==> config.mk <==
export PLATFORM = sky130hd
export DESIGN_NAME = bcd_time_adjuster
export DESIGN_NICKNAME = d
export VERILOG_FILES = /design/src/rtl/time_adj_pkg.sv /design/src/rtl/bcd_digit_step.sv /design/src/rtl/bcd_time_adjuster.sv
export SDC_FILE = /design/constraint.sdc
export NUM_CORES = 1
export LEC_CHECK = 0
export ABC_AREA = 0
export BUFFER_PORTS_ARGS = -buffer_cell sky130_fd_sc_hd__buf_2
export CAP_MARGIN = 20
export CORE_UTILIZATION = 54
export CTS_BUF_LIST = sky130_fd_sc_hd__clkbuf_4 sky130_fd_sc_hd__clkbuf_8 sky130_fd_sc_hd__clkbuf_16
export DETAILED_ROUTE_END_ITERATION = 10
export PLACE_DENSITY = 0.88
export SETUP_SLACK_MARGIN = 0.05
export SYNTH_ARGS = -nofsm -noshare
export SYNTH_HDL_FRONTEND = slang
export SYNTH_SLANG_ARGS = --single-unit
export TNS_END_PERCENT = 50
==> constraint.sdc <==
create_clock -name clk -period 7.38 [get_ports clk]
set_input_delay 0.738 -clock clk [delete_from_list [all_inputs] [get_ports clk]]
set_output_delay 0.738 -clock clk [all_outputs]
set_load 0.01 [all_outputs]
==> src/rtl/time_adj_pkg.sv <==
// Shared types, constants and the preset clamp helper for the MM:SS time adjuster.
// Imported by bcd_digit_step and bcd_time_adjuster.
package time_adj_pkg;

  typedef enum logic [1:0] {IDLE, DELAY, REPEAT} adj_state_t;

  typedef struct packed {
    logic [3:0] mt;
    logic [3:0] mu;
    logic [3:0] st;
    logic [3:0] su;
  } bcd_time_t;

  localparam logic [7:0] SEC_MAX = 8'h59;

  localparam logic [1:0] ST_IDLE   = 2'(IDLE);
  localparam logic [1:0] ST_DELAY  = 2'(DELAY);
  localparam logic [1:0] ST_REPEAT = 2'(REPEAT);

  // Seconds tens above 5 count as malformed, so every stored value is a legal MM:SS.
  function automatic bcd_time_t clamp_load(input bcd_time_t t, input logic [7:0] max_min_bcd);
    logic bad;
    bad = (t.mt > 4'd9) | (t.mu > 4'd9) | (t.st > 4'd5) | (t.su > 4'd9) |
          ({t.mt, t.mu} > max_min_bcd);
    if (bad) begin
      return bcd_time_t'({max_min_bcd, SEC_MAX});
    end else begin
      return t;
    end
  endfunction

endpackage

==> src/rtl/bcd_digit_step.sv <==
// One BCD digit of the time value: steps up or down by one with carry/borrow.
// Counts 0..max_digit; simultaneous inc and dec leave the digit unchanged.
module bcd_digit_step (
  input  logic [3:0] digit_in,
  input  logic       inc,
  input  logic       dec,
  input  logic [3:0] max_digit,
  output logic [3:0] digit_out,
  output logic       carry,
  output logic       borrow
);

  // Single-digit increment/decrement with roll-over flags
  always_comb begin
    digit_out = digit_in;
    carry     = 1'b0;
    borrow    = 1'b0;
    if (inc && !dec) begin
      if (digit_in >= max_digit) begin
        digit_out = 4'd0;
        carry     = 1'b1;
      end else begin
        digit_out = digit_in + 4'd1;
      end
    end else if (dec && !inc) begin
      if (digit_in == 4'd0) begin
        digit_out = max_digit;
        borrow    = 1'b1;
      end else begin
        digit_out = digit_in - 4'd1;
      end
    end else begin
      digit_out = digit_in;
    end
  end

endmodule

==> src/rtl/bcd_time_adjuster.sv <==
// Clocked MM:SS packed-BCD preset adjuster: add/sub buttons step seconds or minutes,
// with auto-repeat while held and wrap or saturate at 00:00 / MAX_MIN:59.
module bcd_time_adjuster
  import time_adj_pkg::*;
#(
  parameter int MAX_MIN      = 59,
  parameter int WRAP_MODE    = 1,
  parameter int REPEAT_DELAY = 500,
  parameter int REPEAT_RATE  = 100
) (
  input  logic        clk,
  input  logic        rst_n,
  input  logic        add,
  input  logic        sub,
  input  logic        field_sel,
  input  logic        load,
  input  logic [15:0] in_time,
  output logic [15:0] time_out,
  output logic        step_pulse,
  output logic        limit
);

  // Counter sized for whichever interval is longer, so any legal REPEAT_RATE fits.
  localparam int CNT_TOP = (REPEAT_DELAY > REPEAT_RATE) ? REPEAT_DELAY : REPEAT_RATE;
  localparam int CNT_W   = $clog2(CNT_TOP + 1);

  localparam logic [CNT_W-1:0] DELAY_CNT = CNT_W'(REPEAT_DELAY);
  localparam logic [CNT_W-1:0] RATE_CNT  = CNT_W'(REPEAT_RATE);
  localparam logic [CNT_W-1:0] CNT_ONE   = CNT_W'(1);
  localparam logic [CNT_W-1:0] CNT_ZERO  = {CNT_W{1'b0}};
  localparam logic [7:0]       MAX_BCD   = {4'(MAX_MIN / 10), 4'(MAX_MIN % 10)};
  localparam logic             WRAP_EN   = (WRAP_MODE != 0);

  bcd_time_t        time_q, time_d;
  logic [1:0]       state_q, state_d;
  logic [CNT_W-1:0] cnt_q, cnt_d;
  logic             dir_q, dir_d;
  logic             add_q, add_d;
  logic             sub_q, sub_d;
  logic             lock_q, lock_d;
  logic             step_pulse_q, step_pulse_d;
  logic             limit_q, limit_d;

  logic       conflict_s, press_s, active_s, step_s, dir_s;
  logic       sec_inc_s, sec_dec_s, min_inc_s, min_dec_s;
  logic       su_c, su_b, st_c, st_b, mu_c, mu_b, mt_c, mt_b;
  logic       at_limit_s;
  bcd_time_t  stepped_s, limit_val_s;
  logic [7:0] min_s, sec_s;

  assign conflict_s = add & sub;
  assign press_s    = ((add & ~add_q) | (sub & ~sub_q)) & ~lock_q & ~conflict_s;
  assign active_s   = dir_q ? add : sub;

  // In IDLE the step direction comes straight from the pressed button.
  assign dir_s     = (state_q == ST_IDLE) ? add : dir_q;
  assign sec_inc_s = dir_s & ~field_sel;
  assign sec_dec_s = ~dir_s & ~field_sel;
  assign min_inc_s = dir_s & field_sel;
  assign min_dec_s = ~dir_s & field_sel;
  assign min_s     = {time_q.mt, time_q.mu};
  assign sec_s     = {time_q.st, time_q.su};

  bcd_digit_step u_su (
    .digit_in (time_q.su), .inc(sec_inc_s), .dec(sec_dec_s), .max_digit(4'd9),
    .digit_out(stepped_s.su), .carry(su_c), .borrow(su_b)
  );
  bcd_digit_step u_st (
    .digit_in (time_q.st), .inc(su_c), .dec(su_b), .max_digit(4'd5),
    .digit_out(stepped_s.st), .carry(st_c), .borrow(st_b)
  );
  bcd_digit_step u_mu (
    .digit_in (time_q.mu), .inc(min_inc_s | st_c), .dec(min_dec_s | st_b), .max_digit(4'd9),
    .digit_out(stepped_s.mu), .carry(mu_c), .borrow(mu_b)
  );
  bcd_digit_step u_mt (
    .digit_in (time_q.mt), .inc(mu_c), .dec(mu_b), .max_digit(4'd9),
    .digit_out(stepped_s.mt), .carry(mt_c), .borrow(mt_b)
  );

  // Limit detection: the digit chain only counts freely below MAX_MIN, so the
  // boundaries are caught here; a carry/borrow out of the top digit is folded in too.
  always_comb begin
    at_limit_s  = 1'b0;
    limit_val_s = time_q;
    case ({field_sel, dir_s})
      2'b01: begin
        at_limit_s  = ((min_s == MAX_BCD) && (sec_s == SEC_MAX)) | mt_c;
        limit_val_s = WRAP_EN ? bcd_time_t'(16'h0000) : time_q;
      end
      2'b00: begin
        at_limit_s  = (time_q == bcd_time_t'(16'h0000)) | mt_b;
        limit_val_s = WRAP_EN ? bcd_time_t'({MAX_BCD, SEC_MAX}) : time_q;
      end
      2'b11: begin
        at_limit_s  = (min_s == MAX_BCD) | mt_c;
        limit_val_s = WRAP_EN ? bcd_time_t'({8'h00, sec_s}) : time_q;
      end
      2'b10: begin
        at_limit_s  = (min_s == 8'h00) | mt_b;
        limit_val_s = WRAP_EN ? bcd_time_t'({MAX_BCD, sec_s}) : time_q;
      end
      default: begin
        at_limit_s  = 1'b0;
        limit_val_s = time_q;
      end
    endcase
  end

  // Press/hold FSM with the shared delay/rate counter
  always_comb begin
    state_d = state_q;
    cnt_d   = cnt_q;
    dir_d   = dir_q;
    step_s  = 1'b0;
    if (load || conflict_s) begin
      state_d = ST_IDLE;
      cnt_d   = CNT_ZERO;
    end else begin
      case (state_q)
        ST_IDLE: begin
          if (press_s) begin
            step_s  = 1'b1;
            cnt_d   = CNT_ONE;
            dir_d   = add;
            state_d = ST_DELAY;
          end else begin
            state_d = ST_IDLE;
          end
        end
        ST_DELAY: begin
          if (!active_s) begin
            state_d = ST_IDLE;
            cnt_d   = CNT_ZERO;
          end else if (cnt_q == DELAY_CNT) begin
            step_s  = 1'b1;
            cnt_d   = CNT_ONE;
            state_d = ST_REPEAT;
          end else begin
            cnt_d = cnt_q + CNT_ONE;
          end
        end
        ST_REPEAT: begin
          if (!active_s) begin
            state_d = ST_IDLE;
            cnt_d   = CNT_ZERO;
          end else if (cnt_q == RATE_CNT) begin
            step_s = 1'b1;
            cnt_d  = CNT_ONE;
          end else begin
            cnt_d = cnt_q + CNT_ONE;
          end
        end
        default: begin
          state_d = ST_IDLE;
          cnt_d   = CNT_ZERO;
        end
      endcase
    end
  end

  // A conflict locks out presses until both buttons have been released.
  always_comb begin
    add_d = add;
    sub_d = sub;
    if (conflict_s) begin
      lock_d = 1'b1;
    end else if (!add && !sub) begin
      lock_d = 1'b0;
    end else begin
      lock_d = lock_q;
    end
  end

  // Next time value and output pulses
  always_comb begin
    if (load) begin
      time_d = clamp_load(bcd_time_t'(in_time), MAX_BCD);
    end else if (step_s) begin
      time_d = at_limit_s ? limit_val_s : stepped_s;
    end else begin
      time_d = time_q;
    end
    step_pulse_d = step_s;
    limit_d      = step_s & at_limit_s;
  end

  // State registers
  always_ff @(posedge clk or negedge rst_n) begin
    if (!rst_n) begin
      time_q       <= bcd_time_t'(16'h0000);
      state_q      <= ST_IDLE;
      cnt_q        <= CNT_ZERO;
      dir_q        <= 1'b0;
      add_q        <= 1'b0;
      sub_q        <= 1'b0;
      lock_q       <= 1'b0;
      step_pulse_q <= 1'b0;
      limit_q      <= 1'b0;
    end else begin
      time_q       <= time_d;
      state_q      <= state_d;
      cnt_q        <= cnt_d;
      dir_q        <= dir_d;
      add_q        <= add_d;
      sub_q        <= sub_d;
      lock_q       <= lock_d;
      step_pulse_q <= step_pulse_d;
      limit_q      <= limit_d;
    end
  end

  assign time_out   = time_q;
  assign step_pulse = step_pulse_q;
  assign limit      = limit_q;

endmodule

== Yosys cells after proc, flatten, opt, wreduce, memory -nomap -nowiden ==
Index checks and enable logic that the tools add are counted.
Storage, ports and cells
  bits in registers: 33
  output and inout bits: 18
Operators by class
  add/subtract/negate cells: 9
  magnitude comparators: 9
  equality and inequality tests: 14
  multiplexer cells: 66
  bitwise logic cells: 28
  reductions and logical operators: 41
Operators with widths (count)
  16-bit two-way mux: 4
  4-bit two-way mux: 16
  16-bit case mux with 4 select lines: 1
  9-bit two-way mux: 6
  1-bit two-way mux: 31
  9-bit case mux with 3 select lines: 1
  4-bit by 1-bit adder with 4-bit output, second input constant: 4
  8-bit by 7-bit equality test with 1-bit output, second input constant: 2
  16-bit zero test: 1
  4-bit zero test: 4
  4-bit nonzero test: 4
  4-bit by 1-bit subtractor with 4-bit output, second input constant: 4
  4-bit >= comparator, second input constant: 3
  4-bit > comparator, second input constant: 3
  1-bit OR: 11
  1-bit bitwise AND: 10
  1-bit logical AND: 10
  1-bit zero test: 10
  9-bit by 1-bit adder with 9-bit output, second input constant: 1
  9-bit by 7-bit equality test with 1-bit output, second input constant: 1
  9-bit equality test, second input constant: 1
  3-bit != test, second input constant: 3
  8-bit by 7-bit > comparator with 1-bit output, second input constant: 1
  8-bit zero test: 1
  other kinds (17): 34

== Longest topological paths before layout ==
  depth after elaboration: 24
  mapped depth: 16
  gate-level depth less buffers: 15

== Hierarchy ==
From an unflattened synthesis, not the netlist that was laid out.
Unflattened totals
  cells, all modules: 433
  area, all modules: 3639.7 µm²
By module, submodules not included
  bcd_time_adjuster: times used 1, cells each 213, area an instance 2048.2 µm²
  bcd_digit_step: times used 4, cells each 55, area an instance 397.9 µm²

== Worst setup path before layout ==
OpenSTA, ideal clock, no wires.
  path type: register -> register
  start point: register time_q (netlist bit time_out[4])
  end point: register time_q (netlist bit time_out[7])
  library setup time: 75 ps
  arrival time: 3436 ps
  path slack: 3869 ps
  cell stages (with the launch flop): 16
  cell sequence: dfrtp_1 inv_1 ha_1 or3b_2 nor3_1 nor2_1 nor2_1 inv_1 ha_1 buf_2 nand2_1 nor4_2 a22o_4 or4_4 or4_4 o21ai_2
On the way
  word-level cells in the longest chain between the ends: 17
  elaborated cells on any way between the ends: 44
  those cells by class: add/sub (2); order compare (1); eq/ne (3); mux (19); bitwise (6); reduce/logical (13)
Ends and longest elaborated chain
  start, declared: line bcd_time_adjuster.sv:34  | bcd_time_t time_q, time_d;
  start signal, assigned: line bcd_time_adjuster.sv:191  | time_q <= bcd_time_t'(16'h0000);
  start signal, assigned: line bcd_time_adjuster.sv:201  | time_q <= time_d;
  parallel branches: the longest is 17 deep, another holds 4-bit by 3-bit >= comparator with 1-bit output
Several ways; the timed one is not identified. The select of a mux whose other input is x is not followed.
A chain may end at the register's enable or synchronous reset.

== Worst setup path after layout ==
  start point: register time_q (netlist bit time_out[4])
  end point: register time_q (netlist bit time_out[11])
Same word-level chain as after synthesis.

==> key figures <==
Run status
  • Status: finished clean

Routing
  • Post-route ant nets: 0
  • Residual DRC count: 0
  • Routed via count: between 2k and 3k
  • Drt first pass iters: 5
  • DRT iter0 DRCs: 160
  • Post-DR vias/cell: 6.19
  • Total Wirelength: just over 7000 um
  • Wire per inst: 16.1 um

Synth
  • Post-synth EDFFs: 0
  • Count leader, synth: nor2_1
  • Synth Area per Inst: roughly 8.6 sq um
  • Synth async-reset ratio: 100%
  • Synth Flop Type: dfrtp_1
  • Mapped Cells: roughly 330
  • Yosys warning total: 0
  • Dominant cell type by area after synthesis: dfrtp_1
  • Mapped Nets: about 380
  • Post-synth top area share: between 20% and 30%
  • Post-synthesis instance area: 0.00287 sq mm
  • Synth Register Bits: 33
  • Most frequent cells after synthesis: nor2_1, dfrtp_1, inv_1
  • Seq/Total Area, Yosys: 28.8%
  • Synth area leaders: dfrtp_1, ha_1, nor2_1, mux2_2, a21oi_1
  • Post-synth cell types: 61

Global route
  • Vias in the first global route: approximately 2.6k
  • Initial antenna violation count: 0
  • GRT overflow: 0
  • First-pass GRT wire length: about 12000 um
  • Overall routing resource usage: 27.8%
  • Largest net degree at the start of global routing: 34

Final layout
  • Antenna Cells: 0
  • Final Non-Filler Cells: approximately 440
  • Layout Nets: just over 400
  • FF/Latch Area: roughly 830 sq um
  • # fillers: 438
  • Area of the multi-input gates: 0.00187 sq mm
  • Synthesis-to-layout area growth: 11.3%
  • Fin util: about 62%
  • Share of cells above drive strength 1: between 20% and 30%

Power
  • Power, Total: about 950 uW
  • Maximum vdd drop: about 0.18 mV
  • Cell Pwr Density: a little under 300 mW/mm^2
  • Leakage: approximately 1.4 nW

CTS
  • # hold bufs at CTS: 0
  • CTS tree: built
  • Worst-Skew Late Latency: 0.29 ns
  • CTS Buf Count: 5
  • CTS Buffer Depth: 2
  • Post-CTS sizing: 0
  • Clock Sinks: 33
  • CTS root buf: clkbuf_8
  • Worst-path clk slew: roughly 0.07 ns
  • Post-CTS Setup Repair Bufs: 0
  • CTS H-tree lvls: 2

Critical path
  • Max stage delay on crit path: between 0.5 and 0.6 ns
  • CP required: roughly 7.6 ns
  • R2r setup slk: around 3.4 ns
  • CP max FO: 9
  • CP max stage cell: nor3_1
  • Critical path cell sequence: inv_1, ha_1, or3b_2, nor3_1, nor2_1, nor2_1, inv_1, ha_1, nand2_1, nor4_2, a22o_4, nor3_1, a21oi_1, mux2_2
  • Arrival time at the worst endpoint: between 4 and 5 ns
  • CP Launch Type: flip-flop
  • Critical path type: reg2reg
  • Crit. End Element: flip-flop

Placed design
  • Placed cell count: approximately 430
  • Placer Congestion: between 0.9 and 1
  • Port buffer count: 39
  • DP Worst Slack: about 3.6 ns
  • Final HPWL DP: 5290 um

Timing
  • Min cycle time layout: 3.99 ns
  • # setup viols final: 0
  • Final hold vios: 0
  • Max-slew headroom at the worst pin: 47.5%
  • Unrepaired setup endpoints after global routing: false
  • Fmax: 251 MHz
  • Slew Limit Fails: 0
  • Setup TNS: 0 ns
  • Setup ws final: roughly 3.4 ns
  • Slew @ Worst Pin: 0.788 ns
  • Skew final: 0.00283 ns
  • Final worst-path cycle share: 54.0%

Die
  • Die area: roughly 0.0056 sq mm
  • Die Y: 74.9 um
  • Core area: approximately 0.005 sq mm
  • Die X: about 75 um
  • Initial Util: roughly 56%
  • I/O pin count: 40
  • Row count: 26

Run
  • Max_cap viols: 0

Hold path
  • Worst Hold Class: in2async
==> critical path: cells and delay by family (launching register included) <==
family / cells / cell delay [ns]
buffers and inverters: 2 / 0.19
and+or+nand+nor: 7 / 1.75
DFF: 1 / 0.45
AOI/OAI and AO/OA: 2 / 0.59
muxes: 1 / 0.34
adders and majority gates: 2 / 0.56
==> path summary, 6_finish.rpt <==
| check | from | end | depth (start not counted) |
|---|---|---|---|
| max | time_out[4] | time_out[11] | 14 |
| min | rst_n | state_q[1] | 1 |
| max reg2reg | time_out[4] | time_out[11] | 14 |
| min reg2reg | lock_q | lock_q | 1 |
| max in group asynchronous | rst_n | lock_q | 1 |
| min in group clk | lock_q | lock_q | 1 |
==> where the power goes <==
| group | switching (mW) | internal (mW) | leakage [nW] | total, mW |
|---|---|---|---|---|
| Combinational | 0.262 | 0.210 | 0.929 | 0.471 |
| Sequential | 0.0773 | 0.220 | 0.420 | 0.297 |
| Clock | 0.0690 | 0.114 | 0.0619 | 0.183 |
==> per-stage QoR <==
stage | instance area (sq um) | hold WS, ns
2_1_floorplan | 2870 | 0.442
3_3_place_gp | 3070 | 0.490
3_5_place_dp | 3070 | 0.524
4_1_cts | 3190 | 0.539
5_1_grt | 3190 | 0.569
6_report | 3190 | 0.528
==> state kept, by name, indices dropped and copies added, names as in the netlist <==
signal and cells:
sub_q 1, cnt_q 9, time_out 16, state_q 2, add_q 1, limit 1
dir_q 1, lock_q 1, step_pulse 1
==> cell usage in the layout, fill, tap and decap left out, types with 8 or more instances in the layout <==
cell type and count:
buf_2 39, nand2_1 17, mux2_2 11, mux2i_1 10, inv_1 24, dfrtp_1 33
nor2_1 46, o21ai_0 19, nand3_1 8, nor3_1 11, a21oi_1 21, ha_1 21
==> cell type report <==
class                      count  share of cell area [%]
multi-input combinational    267                    58.7
sequential                    33                    25.9
timing repair buffer          39                    6.12
clock buffer                   7                    2.82
inverter                      24                    2.82
tap                           70                    2.74
clock inverter                 1                   0.941
==> cell families (layout without fill, tap and decap cells) <==
kind of cell             count (synthesis)  after routing  share of synthesized area, %
AND/OR/NAND/NOR                        128            128                          24.0
AO/OA/AOI/OAI                           85             85                          20.0
buffers and inverters                   34             71                          5.85
flip-flops                              33             33                          28.8
multiplexers                            23             23                          9.12
adder cells (fa/ha/maj)                 21             21                          9.17
XOR/XNOR                                10             10                          3.06
==> routing by layer <==
layer | wire length (um) | GRT usage, %
met3 | 453 | 4.42
met1 | 3000 | 35.3
met2 | 3470 | 47.3
met4 | 169 | 11.5
met5 | 0 | 0
Note: power is estimated with default switching activity, not from simulation.
